## src/rtl/mc_controller.sv

```systemverilog
// mc_controller: multi-cycle control unit for the 8-bit CPU.
// A Moore FSM steps each instruction through fetch, decode and execute states.
// The same block holds the architectural flag register and checks each
// instruction's condition field against it.
//
// Ports:
//   clk, rst_n      clock (rising edge) and asynchronous active-low reset
//   Instr[15:0]     instruction: {Cond[3:0], Op[1:0], I, Cmd[2:0], S/L, imm[4:0]}
//   ALUFlags[3:0]   {CO,OVF,N,Z} from the ALU, loaded into Flags in EXECR/EXECI
//   PCWrite, IRWrite, MemWrite, RegWrite   write strobes; held low while rst_n=0
//   AdrSrc          memory address select: 0 = PC, 1 = ALUOut
//   ResultSrc[1:0]  result select: 00 = ALUOut, 01 = Data, 10 = ALUResult
//   ALUSrcA         ALU A operand: 0 = RegA, 1 = PC
//   ALUSrcB[1:0]    ALU B operand: 00 = RegB, 01 = ExtImm, 10 = constant 1
//   ALUOp           1 = use ALUControl, 0 = pass SrcB
//   ALUControl[2:0] ALU operation code
//   ImmSrc[1:0]     Instr[11:10], passed straight through
//   Flags[3:0]      flag register {C,V,N,Z}
//   State[3:0]      current state encoding, for debug

module mc_controller (
    input  logic        clk,
    input  logic        rst_n,
    input  logic [15:0] Instr,
    input  logic [3:0]  ALUFlags,
    output logic        PCWrite,
    output logic        IRWrite,
    output logic        MemWrite,
    output logic        RegWrite,
    output logic        AdrSrc,
    output logic [1:0]  ResultSrc,
    output logic        ALUSrcA,
    output logic [1:0]  ALUSrcB,
    output logic        ALUOp,
    output logic [2:0]  ALUControl,
    output logic [1:0]  ImmSrc,
    output logic [3:0]  Flags,
    output logic [3:0]  State
);

    typedef enum logic [3:0] {
        StFetch  = 4'd0,
        StDecode = 4'd1,
        StMemAdr = 4'd2,
        StMemRd  = 4'd3,
        StMemWb  = 4'd4,
        StMemWr  = 4'd5,
        StExecR  = 4'd6,
        StExecI  = 4'd7,
        StAluWb  = 4'd8,
        StBranch = 4'd9
    } state_e;

    localparam logic [2:0] CmdCmp = 3'b110;
    localparam logic [2:0] CmdMov = 3'b111;

    state_e     r_state;
    state_e     w_state_next;
    logic [3:0] r_flags;

    logic [3:0] w_cond;
    logic [1:0] w_op;
    logic       w_imm;
    logic [2:0] w_cmd;
    logic       w_sl;
    logic       w_cond_ok;
    logic       w_flag_load;

    logic       w_flag_c, w_flag_v, w_flag_n, w_flag_z;
    logic       w_pcwrite, w_irwrite, w_memwrite, w_regwrite;
    logic       w_dp_aluop;
    logic [2:0] w_dp_alucontrol;

    assign w_cond = Instr[15:12];
    assign w_op   = Instr[11:10];
    assign w_imm  = Instr[9];
    assign w_cmd  = Instr[8:6];
    assign w_sl   = Instr[5];

    assign {w_flag_c, w_flag_v, w_flag_n, w_flag_z} = r_flags;

    // Condition check against the registered flags.
    always_comb begin
        w_cond_ok = 1'b0;
        case (w_cond)
            4'h0:    w_cond_ok = w_flag_z;
            4'h1:    w_cond_ok = !w_flag_z;
            4'h2:    w_cond_ok = w_flag_c;
            4'h3:    w_cond_ok = !w_flag_c;
            4'h4:    w_cond_ok = w_flag_n;
            4'h5:    w_cond_ok = !w_flag_n;
            4'h6:    w_cond_ok = w_flag_v;
            4'h7:    w_cond_ok = !w_flag_v;
            4'h8:    w_cond_ok = w_flag_c && !w_flag_z;
            4'h9:    w_cond_ok = !w_flag_c || w_flag_z;
            4'hA:    w_cond_ok = (w_flag_n == w_flag_v);
            4'hB:    w_cond_ok = (w_flag_n != w_flag_v);
            4'hC:    w_cond_ok = !w_flag_z && (w_flag_n == w_flag_v);
            4'hD:    w_cond_ok = w_flag_z || (w_flag_n != w_flag_v);
            4'hE:    w_cond_ok = 1'b1;
            default: w_cond_ok = 1'b0;
        endcase
    end

    // Data-processing ALU controls: CMP subtracts, MOV passes SrcB through.
    always_comb begin
        w_dp_aluop      = 1'b1;
        w_dp_alucontrol = w_cmd;
        if (w_cmd == CmdCmp) begin
            w_dp_alucontrol = 3'b001;
        end else if (w_cmd == CmdMov) begin
            w_dp_aluop      = 1'b0;
            w_dp_alucontrol = 3'b000;
        end
    end

    // CMP always updates flags, whatever its S bit says.
    assign w_flag_load = ((r_state == StExecR) || (r_state == StExecI)) &&
                         (w_sl || (w_cmd == CmdCmp));

    always_ff @(posedge clk or negedge rst_n) begin
        if (!rst_n) begin
            r_state <= StFetch;
            r_flags <= 4'b0000;
        end else begin
            r_state <= w_state_next;
            if (w_flag_load) begin
                r_flags <= ALUFlags;
            end
        end
    end

    always_comb begin
        w_state_next = StFetch;
        case (r_state)
            StFetch:  w_state_next = StDecode;
            StDecode: begin
                if (!w_cond_ok || (w_op == 2'b11)) begin
                    w_state_next = StFetch;
                end else if (w_op == 2'b00) begin
                    w_state_next = w_imm ? StExecI : StExecR;
                end else if (w_op == 2'b01) begin
                    w_state_next = StMemAdr;
                end else begin
                    w_state_next = StBranch;
                end
            end
            StMemAdr: w_state_next = w_sl ? StMemRd : StMemWr;
            StMemRd:  w_state_next = StMemWb;
            StExecR,
            StExecI:  w_state_next = (w_cmd == CmdCmp) ? StFetch : StAluWb;
            default:  w_state_next = StFetch;
        endcase
    end

    always_comb begin
        w_pcwrite  = 1'b0;
        w_irwrite  = 1'b0;
        w_memwrite = 1'b0;
        w_regwrite = 1'b0;
        AdrSrc     = 1'b0;
        ResultSrc  = 2'b00;
        ALUSrcA    = 1'b0;
        ALUSrcB    = 2'b00;
        ALUOp      = 1'b0;
        ALUControl = 3'b000;
        case (r_state)
            StFetch: begin
                w_irwrite  = 1'b1;
                w_pcwrite  = 1'b1;
                ALUSrcA    = 1'b1;
                ALUSrcB    = 2'b10;
                ALUOp      = 1'b1;
                ResultSrc  = 2'b10;
            end
            StDecode: begin
                ALUSrcA    = 1'b1;
                ALUSrcB    = 2'b10;
                ALUOp      = 1'b1;
            end
            StMemAdr: begin
                ALUSrcB    = 2'b01;
                ALUOp      = 1'b1;
            end
            StMemRd: begin
                AdrSrc     = 1'b1;
            end
            StMemWb: begin
                ResultSrc  = 2'b01;
                w_regwrite = 1'b1;
            end
            StMemWr: begin
                AdrSrc     = 1'b1;
                w_memwrite = 1'b1;
            end
            StExecR: begin
                ALUOp      = w_dp_aluop;
                ALUControl = w_dp_alucontrol;
            end
            StExecI: begin
                ALUSrcB    = 2'b01;
                ALUOp      = w_dp_aluop;
                ALUControl = w_dp_alucontrol;
            end
            StAluWb: begin
                w_regwrite = 1'b1;
            end
            StBranch: begin
                ALUSrcA    = 1'b1;
                ALUSrcB    = 2'b01;
                ALUOp      = 1'b1;
                ResultSrc  = 2'b10;
                w_pcwrite  = 1'b1;
            end
            default: ;
        endcase
    end

    // The async reset sends the state to FETCH at once, which would raise the
    // FETCH strobes. Gate them with rst_n so nothing writes while reset is held.
    assign PCWrite  = w_pcwrite  & rst_n;
    assign IRWrite  = w_irwrite  & rst_n;
    assign MemWrite = w_memwrite & rst_n;
    assign RegWrite = w_regwrite & rst_n;

    assign ImmSrc = w_op;
    assign Flags  = r_flags;
    assign State  = r_state;

endmodule

```

## config.mk

```make
export PLATFORM = sky130hd
export DESIGN_NAME = mc_controller
export DESIGN_NICKNAME = d
export VERILOG_FILES = /design/src/rtl/mc_controller.sv
export SDC_FILE = /design/constraint.sdc
export NUM_CORES = 1
export LEC_CHECK = 0
export CAP_MARGIN = 0
export CORE_MARGIN = 4
export CORE_UTILIZATION = 30
export CTS_CLUSTER_DIAMETER = 150
export DETAILED_ROUTE_END_ITERATION = 6
export PLACE_DENSITY = 0.67
export SYNTH_ARGS = -nofsm -noshare
export SYNTH_HDL_FRONTEND = slang
export SYNTH_SLANG_ARGS = --single-unit
```

## constraint.sdc

```tcl
create_clock -name clk -period 3.9 [get_ports clk]
set_clock_uncertainty 0.2 [all_clocks]
set_input_delay 0.585 -clock clk [delete_from_list [all_inputs] [get_ports clk]]
set_output_delay 0.585 -clock clk [all_outputs]
set_load 0.005 [all_outputs]
```

-- After elaboration in Yosys (flattened, before gate mapping)
Index checks and enable logic that the tools add are counted.
- bitwise gates (word level): 4
- equal/unequal tests: 29
- reductions and logical operators: 24
- multiplexer cells: 22
- operators by type and width (cell ; count):
    $eq 4x4->1 const B ; 9
    $eq 4x3->1 const B ; 8
    $pmux 4 s5 ; 1
    $eq 4x2->1 const B ; 4
    $mux 4 ; 4
    $pmux 1 s15 ; 1
    $mux 3 ; 4
    $reduce_or 2->1 ; 5
    $mux 1 ; 9
    $eq 4x1->1 const B ; 2
    $logic_not 4->1 ; 2
    $pmux 2 s2 ; 2
    $eq 3x3->1 const B ; 2
    $reduce_or 3->1 ; 2
    $logic_not 1->1 ; 5
    $logic_or 1x1->1 ; 5
    $and 1x1->1 ; 4
    $reduce_or 4->1 ; 1
    $logic_and 1x1->1 ; 3
    $eq 2x1->1 const B ; 1
    $eq 2x2->1 const B ; 1
    $logic_not 2->1 ; 1
    $pmux 1 s2 ; 1
    $eq 1x1->1 ; 1
    $ne 1x1->1 ; 1
- input port bits: 22
- output and inout port bits: 24
- word-level logic and storage cells: 81
- register bits after elaboration: 8

-- Depth between registers and ports, before layout
Gate-level depths: netlist of run 1.
- depth in word-level cells: 7
- mapped depth: 6

-- Least setup slack after synthesis of run 1
Ideal clock, no wire load.
- path type: input -> register
- start point: in Instr[14]
- end point: reg r_state[0], in the netlist State[0]
- data arrival time: 1.810 ns
- setup time: 0.138 ns
- cell stages on the path: 6
- setup slack: 1.752 ns
- cells stage by stage: buf_6 > mux2_4 > a32oi_1 > o311ai_1 > a2111oi_2 > o21bai_1
- cells in the longest elaborated chain, start to end: 6
- elaborated cells on any way between the ends: 20
- those cells by class: eq/ne (14); mux (3); reduce/logical (3)
- ends and longest elaborated chain (element ; line ; RTL):
    start, declared ; 24 ; input logic [15:0] Instr,
    $eq 4x4->1, or another cell as far along ; 85 ; case (w_cond)
    $pmux 1 s15 (*) ; 85 ;
    $logic_not 1->1 (*) ; 138 ; if (!w_cond_ok || (w_op == 2'b11)) begin
    $logic_or 1x1->1 (*) ; 138 ;
    $mux 4 (*) ; 138 ;
    $pmux 4 s5 (*) ; 135 ; case (r_state)
    net w_state_next[0] ; 58 ; state_e w_state_next;
    end signal, assigned ; 123 ; r_state <= StFetch;
    end signal, assigned ; 126 ; r_state <= w_state_next;
    end, declared ; 57 ; state_e r_state;
Mark *: on every way through the listed nets, which the timed path passes. The rest lies on a longest branch.
A chain may end at the register's enable or synchronous reset.

-- Worst setup path in the final report of run 1
- start point: in rst_n
- end point: out IRWrite
- cells in the longest elaborated chain, start to end: 1
- ends and longest elaborated chain (element ; line ; RTL):
    start, declared ; 23 ; input logic rst_n,
    $and 1x1->1 ; 222 ; assign IRWrite = w_irwrite & rst_n;
    end, declared ; 27 ; output logic IRWrite,
No other way between the ends.

==> results of run 1 <==
-- metal layers --
metal	vias to the layer above	share of wire
li1	412	-
met1	407	0.42
met2	16	0.53
met3	2	0.036
met4	0	0.0075
met5	-	0
-- cells by family (layout without fill, tap and decap cells) --
logic type / after synthesis / count (layout) / synth area share
simple gates: 43 / 43 / 0.2916
compound gates: 18 / 18 / 0.1905
buf+inv: 12 / 46 / 0.08305
mux: 8 / 8 / 0.1173
flops: 8 / 8 / 0.2606
xor+xnor: 5 / 5 / 0.05701
-- registers in the layout, summed over array words and instances, names as in the netlist --
signal / cells
Flags: 4
State: 4
-- power by group through the flow --
stage | clock [mW] | sequential (mW) | combinational [mW]
global placement | 0 | 0.174 | 0.340
floorplan | 0 | 0.149 | 0.180
global route | 0.0770 | 0.182 | 0.377
detailed placement | 0 | 0.176 | 0.346
finish | 0.0677 | 0.175 | 0.345
CTS | 0.0700 | 0.175 | 0.348
-- through the flow --
stage               worst slack [ns]    util  hold WS [ns]  power, mW
floorplan                      1.752       -       0.08941     0.3299
global placement              0.9392  0.4699        0.3992     0.5140
detailed placement            0.9284  0.4699        0.4112     0.5225
CTS                           0.9256  0.4791        0.4237     0.5927
global route                  0.7687  0.4791        0.4475     0.6361
finish                        0.9590  0.4791        0.4016     0.5882
-- cell usage after synthesis, drive strengths merged, types with 2 or more instances --
cell and instances:
clkbuf 4, mux2i 3, dfrtp 8, nor3 6, inv 3, and3 2, xnor2 3, a21o 2
nand2 7, nand4 3, mux2 5, nand3 2, nor2 11, xor2 2, buf 5, o31ai 2
o21bai 2, nor3b 3, o22ai 2, and2 3
-- cell type report --
class | count | area [µm²] | area share
clock buffers | 3 | 22.52 | 0.01915
inverters | 3 | 11.26 | 0.009574
multi-input cells | 74 | 504.2 | 0.4287
flip-flops and latches | 8 | 200.2 | 0.1702
well taps | 30 | 37.54 | 0.03191
repair buffers | 40 | 400.4 | 0.3404
-- worst max-delay path, cell delays in order --
cell,delay (ns)
clkdlybuf4s50_1,0.75
nand2_1,0.13
nor3_1,0.15
clkdlybuf4s50_1,0.53
-- final timing paths --
kind	startpoint	to	slack [ns]	cells after the start
max in group asynchronous	rst_n	Flags[2]	2.74	1
hold / removal	Flags[3]	Flags[3]	0.40	1
min in group asynchronous	rst_n	State[1]	0.43	1
setup / recovery	rst_n	IRWrite	0.96	4
hold reg to reg	Flags[3]	Flags[3]	0.40	1
setup reg to reg	Flags[2]	State[3]	1.74	5
==> metrics.yaml, run 1 <==
sta:
  setup_tns_ns: 0
  hold_viol_final: 0
  min_period_ns: 2.941
  post-route-period-util: 0.7541
  setup_viol: 0
  rsz0062_at_grt: "no"
  slew_headroom: 0.6500
  slew_violations: 0
  fmax_mhz: 340.0
  tightestPinTransition_ns: 0.5239
global_route:
  busiest_layer: "met2"
  antenna_found_initial: 0
  grt_pass1_wl_um: 3615
  grt_usage: 0.1345
  grt_overflow: 0
  gr-usage-met3: 0.03947
  grt_max_degree: 14
  gr-usage-met1: 0.1635
  grt_use_met2: 0.2329
  grt_pass1_vias: 785
pwr:
  p_sw_mw: 0.2267
  vdd.ir_drop.worst_v: 0.0002868
  p_per_area_mw_per_mm2: 500.2
  seqPwrFrac: 0.298
  p_leak_nw: 0.4678
  p_int_mw: 0.3615
  clock_power_share: 0.115
  p_sw_frac: 0.3854
  p_comb_frac: 0.587
die:
  core_mm2: 0.002455
  die_w_um: 58.61
  num_io_pins: 46
  die_y_um: 58.61
  rows: 18
  die_area_mm2: 0.003435
  start_util: 0.3129
logic_synthesis:
  ys_ff_latch: 8
  netlist.top_cell.by_area: "dfrtp_1"
  synth_cells: 94
  synth_area_leaders: "dfrtp_1 26%, mux2_2 5.9%, nor2_1 5.4%"
  syn-num-nets: 116
  yosysWarnings: 0
  avgSynthCellArea_um2: 8.173
  synth_cell_type_count: 42
  yosysTopAreaCellShare: 0.2606
  yosysSeqAreaShare: 0.2606
  synthArstFlopShare: 1.000
  synth_ff_type: "dfrtp_1"
  syn_area_um2: 768.2
  synth_edf_count: 0
cts:
  clock_latency_ns: 0.27
  clk_pin_slew_ns: 0.05
  cts_buffers: 3
  cts_setup_buffers: 0
  hold_buffers: 0
  htreeDepth: 1
  cts-resized-gates: 0
  clock_sinks: 8
  cts_root_buf: "clkbuf_4"
  cts_tree: "built"
  clk_path_buf_depth: 2
job:
  maxCapViolCount: 0
drt:
  ant_nets: 0
  drt_iter0_markers: 30
  drcViolationCount: 0
  via_count: 837
  via_per_inst: 5.297
  totalWireLength_um: 2277
  wire_per_inst_um: 14.41
  drtPass1Iterations: 4
layout:
  diodes: 0
  final_cells: 158
  final_common_cell: "clkdlybuf4s50_1"
  drive_above_1_share: 0.09375
  fillers: 257
  final_area_mm2: 0.001176
  nNetsFinal: 152
  area_growth_pct: 53.09
  final_cell_mix: "40 x clkdlybuf4s50_1, 11 x nor2_1, 8 x dfrtp_1, 7 x nand2_1, 6 x nor3_1"
placement:
  port_buffers: 40
  routabilityCongestion: 0.7672
  dp_hpwl_um: 1759
  dpl-instance-area_mm2: 0.001154
  dp_cells: 155
critical_path:
  setup.worst_path.end_class: "output port"
  crit_type: "input port to output port"
  path_max_fanout: 11
  crit_required_ns: 3.12
  crit_arrival_ns: 2.16
  startpoint_type: "input port"
hold_path:
  hold_path_class: "register to register"
status:
  outcome: "completed"
Power figures use the tool's default switching activity.
==> run 2: changes to the inputs <==
--- a/config.mk
+++ b/config.mk
@@ -10,7 +10,7 @@
 export CORE_UTILIZATION = 30
 export CTS_CLUSTER_DIAMETER = 150
 export DETAILED_ROUTE_END_ITERATION = 6
-export PLACE_DENSITY = 0.67
+export PLACE_DENSITY = 0.69
 export SYNTH_ARGS = -nofsm -noshare
 export SYNTH_HDL_FRONTEND = slang
 export SYNTH_SLANG_ARGS = --single-unit
==> constraint.sdc (replaced) <==
create_clock -name clk -period 2.58 [get_ports clk]
set_clock_uncertainty 0.2 [all_clocks]
set_input_delay 0.387 -clock clk [delete_from_list [all_inputs] [get_ports clk]]
set_output_delay 0.387 -clock clk [all_outputs]
set_load 0.005 [all_outputs]
==> run 2 against run 1 <==
Sequential cell count is the same. Power grew 52%. Global-route usage is essentially flat. Utilization grew 2.1 points. Cell area grew 4.5%. Critical path depth is the same. Critical path type is now register to output port.
==> metrics.yaml, run 2 (same netlist as run 1, synthesis figures left out) <==
status:
  outcome: "completed"
placement:
  dp_cells: 161
  dpl-instance-area_mm2: 0.001199
  routabilityCongestion: 0.8767
  dp_hpwl_um: 1745
  port_buffers: 40
cts:
  hold_buffers: 0
  clock_sinks: 8
  clock_latency_ns: 0.26
  htreeDepth: 1
  clk_path_buf_depth: 2
  cts_tree: "built"
  cts_setup_buffers: 0
  cts_buffers: 3
  cts_root_buf: "clkbuf_4"
  clk_pin_slew_ns: 0.06
global_route:
  grt_overflow: 0
  grt_pass1_wl_um: 3698
  grt_usage: 0.1349
  grt_max_degree: 12
  antenna_found_initial: 0
  grt_pass1_vias: 861
pwr:
  p_leak_nw: 0.4996
  vdd.ir_drop.worst_v: 0.0003861
  p_per_area_mw_per_mm2: 730.0
  power_mw: 0.8969
  p_int_mw: 0.5645
  seqPwrFrac: 0.275
  p_sw_frac: 0.3706
  p_comb_frac: 0.616
  p_sw_mw: 0.3324
  clock_power_share: 0.109
drt:
  drcViolationCount: 0
  wire_per_inst_um: 13.50
  drtPass1Iterations: 4
  totalWireLength_um: 2214
  ant_nets: 0
  via_per_inst: 5.287
  drt_iter0_markers: 10
  via_count: 867
critical_path:
  r2r_slack_ns: 0.52
  crit_type: "register to output port"
  setup.worst_path.end_class: "output port"
  crit_buf_inv: 1
  critPathTopFamily: "simple AND/OR/NAND/NOR gates"
  crit_required_ns: 1.99
  startpoint_type: "register"
  worst_path_max_delay_cell: "clkdlybuf4s50_1"
  crit_arrival_ns: 1.85
  slowest_delay_ns: 0.54
  path_max_fanout: 7
  cp_cell_sequence: "nor2b_1 -> nand2_2 -> nor3b_1 -> clkdlybuf4s50_1"
layout:
  final_cells: 164
  final_area_mm2: 0.001229
  final_common_cell: "clkdlybuf4s50_1"
  diodes: 0
  fillers: 241
  multiInputGateArea_um2: 511.7
  ff_latch_area_um2: 200.2
  nNetsFinal: 158
  final_cell_mix: "40 x clkdlybuf4s50_1, 11 x nor2_1, 8 x dfrtp_1"
  drive_above_1_share: 0.1493
  area_growth_pct: 59.94
sta:
  post-route-period-util: 0.9451
  slew_headroom: 0.7538
  min_period_ns: 2.438
  fmax_mhz: 410.1
  rsz0062_at_grt: "no"
  setup_tns_ns: 0
  slew_violations: 0
  tightestPinTransition_ns: 0.3686
  hold_viol_final: 0
  setup_viol: 0
hold_path:
  hold_path_class: "input port to asynchronous set/reset pin"
job:
  maxCapViolCount: 0
die:
  rows: 18
  die_y_um: 58.61
  num_io_pins: 46
  start_util: 0.3129
  die_w_um: 58.61
  core_mm2: 0.002455
  die_area_mm2: 0.003435
## run 2: worst paths after layout
path | end | startpoint | cells after the start
max | ALUControl[1] | State[3] | 4
min | State[2] | rst_n | 2
max reg2reg | State[3] | Flags[2] | 6
min reg2reg | Flags[3] | Flags[3] | 1
max in group asynchronous | Flags[2] | rst_n | 2
min in group clk | Flags[3] | Flags[3] | 1
## run 2: routing by layer
metal / wire length, µm / part of all wire / GRT usage
met1: 946 / 0.43 / 0.1526
met2: 1169 / 0.53 / 0.2568
met3: 69 / 0.031 / 0.02193
met4: 28 / 0.013 / 0.03883
met5: 0 / 0 / 0
## run 2: final cells by class
class | count | area share
multi-input combinational | 74 | 0.4165
timing repair buffer | 46 | 0.3625
sequential | 8 | 0.1629
tap | 30 | 0.03055
clock buffer | 3 | 0.01833
inverter | 3 | 0.009165
## run 2: power groups by stage
| stage | registers (mW) | clock network [mW] | logic, mW |
|---|---|---|---|
| after floorplan | 0.226 | 0 | 0.273 |
| after global placement | 0.247 | 0 | 0.550 |
| after detailed placement | 0.248 | 0 | 0.557 |
| after CTS | 0.246 | 0.100 | 0.559 |
| after global routing | 0.257 | 0.107 | 0.607 |
| final | 0.247 | 0.0981 | 0.552 |
## run 2: what timing repair did
action,CTS,global route
hold endpoints to repair,0,0
resized for setup,0,2
endpoints found under the setup margin,0,1
## run 2: per-stage QoR
| step | worst slack, ns | hold slack [ns] | utilization |
|---|---|---|---|
| 6_report | 0.1417 | 0.2952 | 0.5005 |
| 5_1_grt | 0.006844 | 0.3101 | 0.5005 |
| 4_1_cts | 0.09789 | 0.3000 | 0.4975 |
| 3_5_place_dp | 0.02518 | 0.4127 | 0.4883 |
| 3_3_place_gp | 0.06394 | 0.4160 | 0.4883 |
| 2_1_floorplan | 0.6303 | -0.1086 | - |
==> run 3: changes to the inputs <==
--- a/config.mk
+++ b/config.mk
@@ -6,7 +6,7 @@
 export NUM_CORES = 1
 export LEC_CHECK = 0
 export CAP_MARGIN = 0
-export CORE_MARGIN = 4
+export CORE_MARGIN = 3
 export CORE_UTILIZATION = 30
 export CTS_CLUSTER_DIAMETER = 150
 export DETAILED_ROUTE_END_ITERATION = 6
==> run 3 against run 2 <==
Combinational power up 3%. Global-route usage grew 0.30 points. Sequential share of layout area fell by 0.099 points. Hold slack improved by 0.041 ns. Non-clock buffer count rose by 1. Power grew 1.2%. Clock power down 3.6%. Utilization is 3.3 points higher. Cell count shrank 0.61%. Highest routed layer is now met3.
==> metrics.yaml, run 3 (same netlist as run 1, synthesis figures left out) <==
status:
  outcome: "completed"
layout:
  drive_above_1_share: 0.1630
  multiInputGateArea_um2: 514.2
  area_growth_pct: 60.91
  final_cell_mix: "40 x clkdlybuf4s50_1, 10 x nor2_1, 8 x dfrtp_1, 7 x buf_4, 6 x nand2_1"
  final_cells: 163
  nNetsFinal: 159
  diodes: 0
  final_common_cell: "clkdlybuf4s50_1"
  final_area_mm2: 0.001236
  fillers: 224
  ff_latch_area_um2: 200.2
drt:
  drt_iter0_markers: 12
  drcViolationCount: 0
  wire_per_inst_um: 13.25
  totalWireLength_um: 2159
  ant_nets: 0
  via_count: 856
  via_per_inst: 5.252
  drtPass1Iterations: 4
placement:
  dp_cells: 160
  dpl-instance-area_mm2: 0.001204
  port_buffers: 40
  dp_hpwl_um: 1763
  routabilityCongestion: 0.8443
die:
  die_w_um: 56.61
  die_area_mm2: 0.003204
  rows: 17
  start_util: 0.3314
  num_io_pins: 46
  die_y_um: 56.61
  core_mm2: 0.002318
critical_path:
  path_max_fanout: 9
  crit_required_ns: 1.99
  reg2reg_from: "Flags[2]"
  setup.worst_path.end_class: "output port"
  crit_start: "State[3]"
  crit_arrival_ns: 1.85
  crit_type: "register to output port"
  startpoint_type: "register"
cts:
  htreeDepth: 1
  clock_sinks: 8
  clk_pin_slew_ns: 0.06
  cts_buffers: 3
  cts_root_buf: "clkbuf_4"
  cts_setup_buffers: 0
  cts-resized-gates: 0
  clk_path_buf_depth: 2
  hold_buffers: 0
  cts_tree: "built"
  clock_latency_ns: 0.25
pwr:
  seqPwrFrac: 0.271
  p_per_area_mw_per_mm2: 734.5
  vdd.ir_drop.worst_v: 0.0004634
  p_comb_frac: 0.625
  p_sw_frac: 0.3726
  p_int_mw: 0.5697
  clock_power_share: 0.104
  p_sw_mw: 0.3383
  p_leak_nw: 0.5062
sta:
  rsz0062_at_grt: "no"
  fmax_mhz: 410.8
  post-route-period-util: 0.9435
  tightestPinTransition_ns: 0.3929
  slew_headroom: 0.7380
  min_period_ns: 2.434
  slew_violations: 0
  setup_tns_ns: 0
  hold_viol_final: 0
  setup_viol: 0
hold_path:
  hold_path_class: "input port to asynchronous set/reset pin"
global_route:
  grt_pass1_wl_um: 3601
  grt_pass1_vias: 799
  grt_max_degree: 12
  grt_overflow: 0
  antenna_found_initial: 0
  grt_usage: 0.1379
job:
  maxCapViolCount: 0
## run 3: cell types whose count changed in the layout (fill, tap and decap cells not counted)
cell,previous run,this run
buf_4,6,7
nor2_1,11,10
nor2_2,0,1
nor3_1,6,5
nor3_2,0,1
nor3b_1,2,3
nor3b_2,1,0
## run 3: area by class of cell
class / count / share of cell area
clock buffer: 3 / 0.01822
inverter: 3 / 0.009109
tap: 28 / 0.02834
sequential: 8 / 0.1619
multi-input combinational: 74 / 0.4160
timing repair buffer: 47 / 0.3664
## run 3: through the flow
step	utilization	setup WS (ns)	total power, mW	hold WS, ns
CTS	0.5289	0.08109	0.9063	0.3284
global placement	0.5192	0.09922	0.7959	0.4086
global route	0.5332	0.0009304	0.9900	0.3565
floorplan	-	0.6303	0.4986	-0.1086
detailed placement	0.5192	0.04973	0.8059	0.4148
finish	0.5332	0.1457	0.9079	0.3365
## run 3: path summary, 6_finish.rpt
check	end	slack, ns	depth (start not counted)
max	PCWrite	0.15	5
min	State[3]	0.34	2
max reg2reg	State[3]	0.59	6
min reg2reg	Flags[3]	0.42	1
max in group asynchronous	Flags[0]	1.71	2
min in group clk	Flags[3]	0.42	1
## run 3: power by group through the flow
| stage | registers [mW] | clock network (mW) | logic [mW] |
|---|---|---|---|
| 2_1_floorplan | 0.226 | 0 | 0.273 |
| 3_3_place_gp | 0.244 | 0 | 0.552 |
| 3_5_place_dp | 0.245 | 0 | 0.561 |
| 4_1_cts | 0.244 | 0.0987 | 0.564 |
| 5_1_grt | 0.257 | 0.106 | 0.628 |
| 6_report | 0.246 | 0.0946 | 0.567 |
## run 3: worst max-delay path, cell delays in order, from the launching register on
cell,delay [ns]
dfrtp_1,0.42
buf_4,0.19
xor2_1,0.17
nor3_2,0.16
and2_1,0.15
clkdlybuf4s50_1,0.50
## run 3: per-layer routing
metal | vias up | share of wire | global-route usage | wire [µm]
met1 | 404 | 0.43 | 0.1741 | 930
met5 | - | 0 | 0 | 0
met2 | 23 | 0.53 | 0.2360 | 1135
met4 | 0 | 0 | 0.02373 | 0
li1 | 429 | - | - | -
met3 | 0 | 0.043 | 0.03678 | 93
